**config.mk**
```make
export PLATFORM = sky130hd
export DESIGN_NAME = tx_mac_arbiter
export DESIGN_NICKNAME = d
export VERILOG_FILES = /design/src/rtl/tx_mac_arbiter.sv
export SDC_FILE = /design/constraint.sdc
export NUM_CORES = 1
export LEC_CHECK = 0
export CAP_MARGIN = 25
export CORE_AREA = 5 5 124 67
export DETAILED_ROUTE_END_ITERATION = 6
export DIE_AREA = 0 0 129 72
export GPL_TIMING_DRIVEN = 0
export PLACE_DENSITY = 0.79
export SYNTH_ARGS = -nofsm -noshare
export SYNTH_HDL_FRONTEND = slang
export SYNTH_SLANG_ARGS = --single-unit
```
**constraint.sdc**
```tcl
create_clock -name tx_mac_clk -period 2.99 [get_ports tx_mac_clk]
set_input_delay 0.897 -clock tx_mac_clk [delete_from_list [all_inputs] [get_ports tx_mac_clk]]
set_output_delay 0.897 -clock tx_mac_clk [all_outputs]
set_load 0.01 [all_outputs]
```
**src/rtl/tx_mac_arbiter.sv**
```systemverilog
// -----------------------------------------------------------------------------
// tx_mac_arbiter
//
// Two-requester byte-stream arbiter in front of a MAC transmit port. One
// requester at a time owns the MAC for a whole frame. The owner's stream is
// passed through combinationally. After each frame the block holds off all
// requesters for GAP_CYCLES idle cycles. Ties in IDLE are broken round robin.
//
// Parameters
//   GAP_CYCLES   idle cycles inserted after each frame (0..255)
//
// Ports
//   tx_mac_clk                 only clock, rising edge
//   reset                      synchronous, active-high
//   reqN_valid/data/last/err   requester N byte stream (N = 0, 1)
//   reqN_ready                 requester N byte accepted (ready & valid)
//   tx_mac_valid/data/last/error  MAC TX stream
//   tx_mac_ready               MAC accepts the byte this cycle
//   tx_collision               MAC collision indication
//   grant                      one-hot owner: 01 = req0, 10 = req1, 00 = none
//   frame_cnt0/1               saturating count of completed frames per requester
//   coll_cnt                   saturating count of collision cycles while granted
// -----------------------------------------------------------------------------
module tx_mac_arbiter #(
  parameter int GAP_CYCLES = 12
) (
  input  logic        tx_mac_clk,
  input  logic        reset,
  input  logic        req0_valid,
  input  logic [7:0]  req0_data,
  input  logic        req0_last,
  input  logic        req0_err,
  output logic        req0_ready,
  input  logic        req1_valid,
  input  logic [7:0]  req1_data,
  input  logic        req1_last,
  input  logic        req1_err,
  output logic        req1_ready,
  output logic        tx_mac_valid,
  output logic [7:0]  tx_mac_data,
  output logic        tx_mac_last,
  output logic        tx_mac_error,
  input  logic        tx_mac_ready,
  input  logic        tx_collision,
  output logic [1:0]  grant,
  output logic [15:0] frame_cnt0,
  output logic [15:0] frame_cnt1,
  output logic [15:0] coll_cnt
);

  typedef enum logic [1:0] {
    IDLE   = 2'd0,
    GRANT0 = 2'd1,
    GRANT1 = 2'd2,
    GAP    = 2'd3
  } state_t;

  // Value loaded into the gap counter on the last byte; it counts down to 0
  // inclusive, so the FSM spends exactly GAP_CYCLES cycles in GAP.
  localparam logic [7:0] GAP_LOAD = (GAP_CYCLES == 0) ? 8'd0 : 8'(GAP_CYCLES - 1);

  state_t     state;
  state_t     state_nx;
  logic       last_grant;   // 0: req0 was granted last, 1: req1 was
  logic [7:0] gap_cnt;

  // Handshakes are qualified by state, so they can only occur while granted.
  logic hs0;
  logic hs1;
  logic hs0_last;
  logic hs1_last;
  logic granted;

  assign hs0      = (state == GRANT0) && req0_valid && tx_mac_ready;
  assign hs1      = (state == GRANT1) && req1_valid && tx_mac_ready;
  assign hs0_last = hs0 && req0_last;
  assign hs1_last = hs1 && req1_last;
  assign granted  = (state == GRANT0) || (state == GRANT1);

  // ---------------------------------------------------------------------------
  // State register and datapath registers
  // ---------------------------------------------------------------------------
  always_ff @(posedge tx_mac_clk) begin
    // NOTE: registers use non-blocking assignments so every flop samples the
    // pre-edge values; blocking here would create order-dependent simulation.
    if (reset) begin
      state      <= IDLE;
      last_grant <= 1'b1;
      gap_cnt    <= 8'd0;
      frame_cnt0 <= 16'd0;
      frame_cnt1 <= 16'd0;
      coll_cnt   <= 16'd0;
    end else begin
      state <= state_nx;

      if (state == IDLE && state_nx == GRANT0) begin
        last_grant <= 1'b0;
      end else if (state == IDLE && state_nx == GRANT1) begin
        last_grant <= 1'b1;
      end

      if (hs0_last || hs1_last) begin
        gap_cnt <= GAP_LOAD;
      end else if (state == GAP && gap_cnt != 8'd0) begin
        gap_cnt <= gap_cnt - 8'd1;
      end

      if (hs0_last && frame_cnt0 != 16'hFFFF) begin
        frame_cnt0 <= frame_cnt0 + 16'd1;
      end
      if (hs1_last && frame_cnt1 != 16'hFFFF) begin
        frame_cnt1 <= frame_cnt1 + 16'd1;
      end

      if (granted && tx_collision && coll_cnt != 16'hFFFF) begin
        coll_cnt <= coll_cnt + 16'd1;
      end
    end
  end

  // ---------------------------------------------------------------------------
  // Next-state logic
  // ---------------------------------------------------------------------------
  always_comb begin
    // NOTE: default assignment first so every path assigns state_nx and no
    // latch is inferred.
    state_nx = state;
    unique case (state)
      IDLE: begin
        // On a tie, last_grant = 1 means req1 went last, so req0 wins.
        if (req0_valid && (!req1_valid || last_grant)) begin
          state_nx = GRANT0;
        end else if (req1_valid) begin
          state_nx = GRANT1;
        end
      end
      GRANT0: begin
        if (hs0_last) begin
          state_nx = (GAP_CYCLES == 0) ? IDLE : GAP;
        end
      end
      GRANT1: begin
        if (hs1_last) begin
          state_nx = (GAP_CYCLES == 0) ? IDLE : GAP;
        end
      end
      GAP: begin
        if (gap_cnt == 8'd0) begin
          state_nx = IDLE;
        end
      end
      default: state_nx = IDLE;
    endcase
  end

  // ---------------------------------------------------------------------------
  // Output logic
  // ---------------------------------------------------------------------------
  always_comb begin
    req0_ready   = 1'b0;
    req1_ready   = 1'b0;
    tx_mac_valid = 1'b0;
    tx_mac_data  = 8'h00;
    tx_mac_last  = 1'b0;
    tx_mac_error = 1'b0;
    grant        = 2'b00;
    // Outputs are forced idle while reset is high, even before the reset edge
    // has pulled the state back to IDLE.
    if (!reset) begin
      unique case (state)
        GRANT0: begin
          req0_ready   = tx_mac_ready;
          tx_mac_valid = req0_valid;
          tx_mac_data  = req0_data;
          tx_mac_last  = req0_last;
          tx_mac_error = req0_err;
          grant        = 2'b01;
        end
        GRANT1: begin
          req1_ready   = tx_mac_ready;
          tx_mac_valid = req1_valid;
          tx_mac_data  = req1_data;
          tx_mac_last  = req1_last;
          tx_mac_error = req1_err;
          grant        = 2'b10;
        end
        default: ;
      endcase
    end
  end

endmodule

```
# == After elaboration in Yosys (flattened, before gate mapping) ==
# Index checks and enable logic that the tools add are counted.
# word_totals
in_bits,26
regBits,59
# op_classes
muxes,24
n_addsub,4
reduce_logical,24
eq_ne,8
# op_table
operator,n
"adder 16 x 1 -> 16 bit, second input constant",3
"!= test 16 bit, second input constant",3
case mux 8 bit (2 select lines),1
logical AND 1 bit,14
two-way mux 2 bit,6
two-way mux 1 bit,9
logical NOT 8 bit,1
two-way mux 4 bit,2
two-way mux 8 bit,1
case mux 2 bit (4 select lines),1
nonzero test 8 bit,1
"subtractor 8 x 1 -> 8 bit, second input constant",1
"== test 2 bit, second input constant",3
case mux 1 bit (2 select lines),3
"== test 2 x 1 -> 1 bit, second input constant",2
case mux 2 bit (2 select lines),1
nonzero test 2 bit,2
logical OR 1 bit,3
logical NOT 2 bit,1
OR reduction 2 bit,1
logical NOT 1 bit,1

# == Logic depth before layout (Yosys ltp) ==
# logic_depth
word_depth,10
mapped_depth,8
mapped_depth_nobuf,6

# == Least setup slack after synthesis ==
# OpenSTA, ideal clock, no wires.
# synth_timing
path_kind,input to output
start,input reset
end,output tx_mac_data[0]
path_buffers,2
t_arrival_ns,1.711
slack_ns,0.382
stages,5
path_cell_list,clkbuf_1 > inv_1 > nand2_1 > clkbuf_1 > nor2_1
# synth_via
elab_chain_cells,1
# synth_lines
item,line_no,rtl
"start, declared",28,"input logic reset,"
two-way mux 8 bit,169,if (!reset) begin
"end, declared",40,"output logic [7:0] tx_mac_data,"
# Every way passes these cells.

# == Worst setup path in the final report ==
# layout_timing
start,input reset
end,output grant[1]
# layout_via
elab_chain_cells,1
# layout_lines
item,line_no,rtl
two-way mux 2 bit,169,
"end, declared",45,"output logic [1:0] grant,"
# Every way passes these cells.

==> reports/results.ini <==
[outcome]
status = finished, final reports clean

[global_routing]
use_met2_pct = 33.5
top_usage_layer = met2
grt_pass1_wl_um = 17000
grt_overflow_total = 0
grt_util_all_layers_pct = 23.0
use_met1_pct = 33.3
grt_use_met3_pct = 6.47
grt_pass1_vias = 3309
antenna_found_initial = 0
grt_max_degree = 11

[clock_network]
clk_latency_ps = 330
cts_tree = done
cts_buffer_depth = 2
postCtsHoldBufs = 0
ctsRootBufferMaster = clkbuf_16
cts_resized = 29
h-tree-depth = 3
path_clk_slew_ps = 40
clock-sinks = 59
cts_made_buffers = 9
post-cts-setup-buffers = 0

[detailed_routing]
drc = 0
vias_per_cell = 6.19
first_pass_iters = 5
vias = 3801
drt_iter0_markers = 400
ant_nets = 0
wl_per_cell_um = 17.5
wl_um = 10800

[power_and_ir_drop]
power_mw = 2.57
p_per_area_nw_per_um2 = 551
cellLeakagePower_nw = 1.59
ir_drop_uv = 275

[layout]
mostFrequentLayoutCell = clkdlybuf4s50_1
diodes = 0
syn2layout_area_growth_pct = 38.6
drive_gt1_share_pct = 8.11
most-common-layout-cells = clkdlybuf4s50_1, dfxtp_1, a21oi_1, nor2_1, nand3_1
final_cells = 614
final_net_count = 549

[floorplanning]
core_um2 = 7100
die_area_um2 = 9290
ios = 89
die_x_um = 129
die_h_um = 72
rows = 22
initial_utilization_pct = 47.4

[sta]
skew_ps = 8.86
fin_ws_ps = 63.9
slew_viol_final = 0
rsz0062_at_grt = no
min_period_ps = 2930
finalCritPeriodShare_pct = 97.9
relSlewSlack_pct = 30.1
finalSetupViolCount = 0
timing.fmax_mhz = 342
tightestPinTransition_ps = 1040
hold_viol_final = 0

[critical_path]
cp-start-kind = primary input
r2r_start = frame_cnt1[1]$_SDFFE_PP0P_
critPathKind = in -> out
cp_max_fo = 10
worstPathArrival_ps = 2030
crit_slowest_cell = clkdlybuf4s50_1
slowest_delay_ps = 550
cp_cell_sequence = clkbuf_4, clkbuf_2, nor2b_1, clkdlybuf4s50_1
startpoint = reset
crit_buf_inv = 3
critPathRequiredTime_ps = 2090
cp-end-kind = primary output
cp_top_family = buffers and inverters

[min_path]
worstHoldStart = coll_cnt[14]$_SDFFE_PP0P_
min_path_type = reg -> reg

[synthesis]
synthDistinctLibCells = 46
ys.flop_type = dfxtp_1
avgSynthCellArea_um2 = 8.07
synth_edf_count = 0
syn_inst = 417
synth.net_count = 452
yosysWarnings = 0
synth_area_um2 = 3370
synth_seq_cells = 59
yosysSeqAreaShare_pct = 35.1
ys_async_sr_fraction_pct = 0

[placement]
io_buffers = 86
place_inst = 599
gp_congestion = 0.910
hpwl_um = 8020
post-place-ws_ps = -532

[flow_run]
maxCapViolCount = 0

-- logic make-up after synthesis --
| kind of cell | after synthesis | share of synthesized area [%] |
|---|---|---|
| AND/OR/NAND/NOR | 185 | 31.4 |
| AO/OA/AOI/OAI | 114 | 21.9 |
| flip-flops | 59 | 35.1 |
| buffers and inverters | 37 | 4.27 |
| multiplexers | 10 | 3.20 |
| adder cells (fa/ha/maj) | 9 | 3.34 |
| XOR/XNOR | 3 | 0.781 |
-- layer usage --
layer  wire (um)  part of all wire, %
met5           0                    0
met3         922                  8.6
met1        5250                   49
met2        4460                   41
met4         139                  1.3
-- cell usage after synthesis, types with 3 or more instances --
cell | number | area (um^2)
nor2_1 | 33 | 124
nand3_1 | 22 | 110
nand4_1 | 18 | 113
and3_1 | 7 | 43.8
mux2_2 | 6 | 67.6
nor4_1 | 16 | 100
buf_2 | 4 | 20.0
clkbuf_1 | 14 | 52.6
nand2_1 | 21 | 78.8
a22oi_1 | 11 | 82.6
or2_2 | 3 | 18.8
and4_1 | 7 | 61.3
nor3_1 | 10 | 50.1
dfxtp_1 | 59 | 1180
ha_1 | 9 | 113
nor2b_1 | 9 | 56.3
or3_1 | 15 | 93.8
o21a_1 | 9 | 67.6
and2_1 | 3 | 18.8
a211oi_1 | 5 | 37.5
o21ai_0 | 18 | 90.1
a21oi_1 | 39 | 195
xnor2_1 | 3 | 26.3
inv_1 | 18 | 67.6
o31ai_1 | 12 | 90.1
mux2i_1 | 4 | 40.0
o31a_1 | 5 | 43.8
or4_1 | 12 | 90.1
-- layout make-up --
type                       count  area (um^2)
timing repair buffer          86          850
multi-input combinational    321         2070
inverter                      18         70.1
clock inverter                 3         40.0
tap                           96          120
buffer                        19         98.8
sequential                    59         1190
fill                         608         2430
clock buffer                  12          236
-- worst paths after layout --
| kind | depth (start not counted) | slack (ps) | to |
|---|---|---|---|
| hold reg to reg | 2 | 500 | coll_cnt[14]$_SDFFE_PP0P_ |
| setup reg to reg | 6 | 520 | frame_cnt1[9]$_SDFFE_PP0P_ |
| setup / recovery | 4 | 60 | grant[1] |
| hold / removal | 2 | 500 | coll_cnt[14]$_SDFFE_PP0P_ |
-- state kept, by name, summed over array words and instances (netlist names) --
signal,flops
coll_cnt,16
frame_cnt0,16
frame_cnt1,16
gap_cnt,8
state,2
last_grant,1
-- tightest hold or removal path: cells and delay by family (launching register included) --
kind | cells | cell delay, ps
DFF | 1 | 320
AOI/OAI and AO/OA | 2 | 120
-- power by group --
part / internal [mW] / switching (mW) / total (mW)
Combinational: 0.321 / 0.365 / 0.687
Sequential: 0.832 / 0.0659 / 0.898
Clock: 0.637 / 0.349 / 0.986
-- through the flow --
| stage | setup TNS (ps) | util [%] | hold WS [ps] | area, um^2 |
|---|---|---|---|---|
| floorplan | 0 | - | 466 | 3370 |
| global placement | -5700 | 61.2 | 483 | 4350 |
| detailed placement | -6380 | 61.2 | 489 | 4350 |
| CTS | 0 | 65.4 | 495 | 4640 |
| global route | 0 | 65.7 | 519 | 4670 |
| finish | 0 | 65.7 | 496 | 4670 |
(Power assumes the default switching activity.)
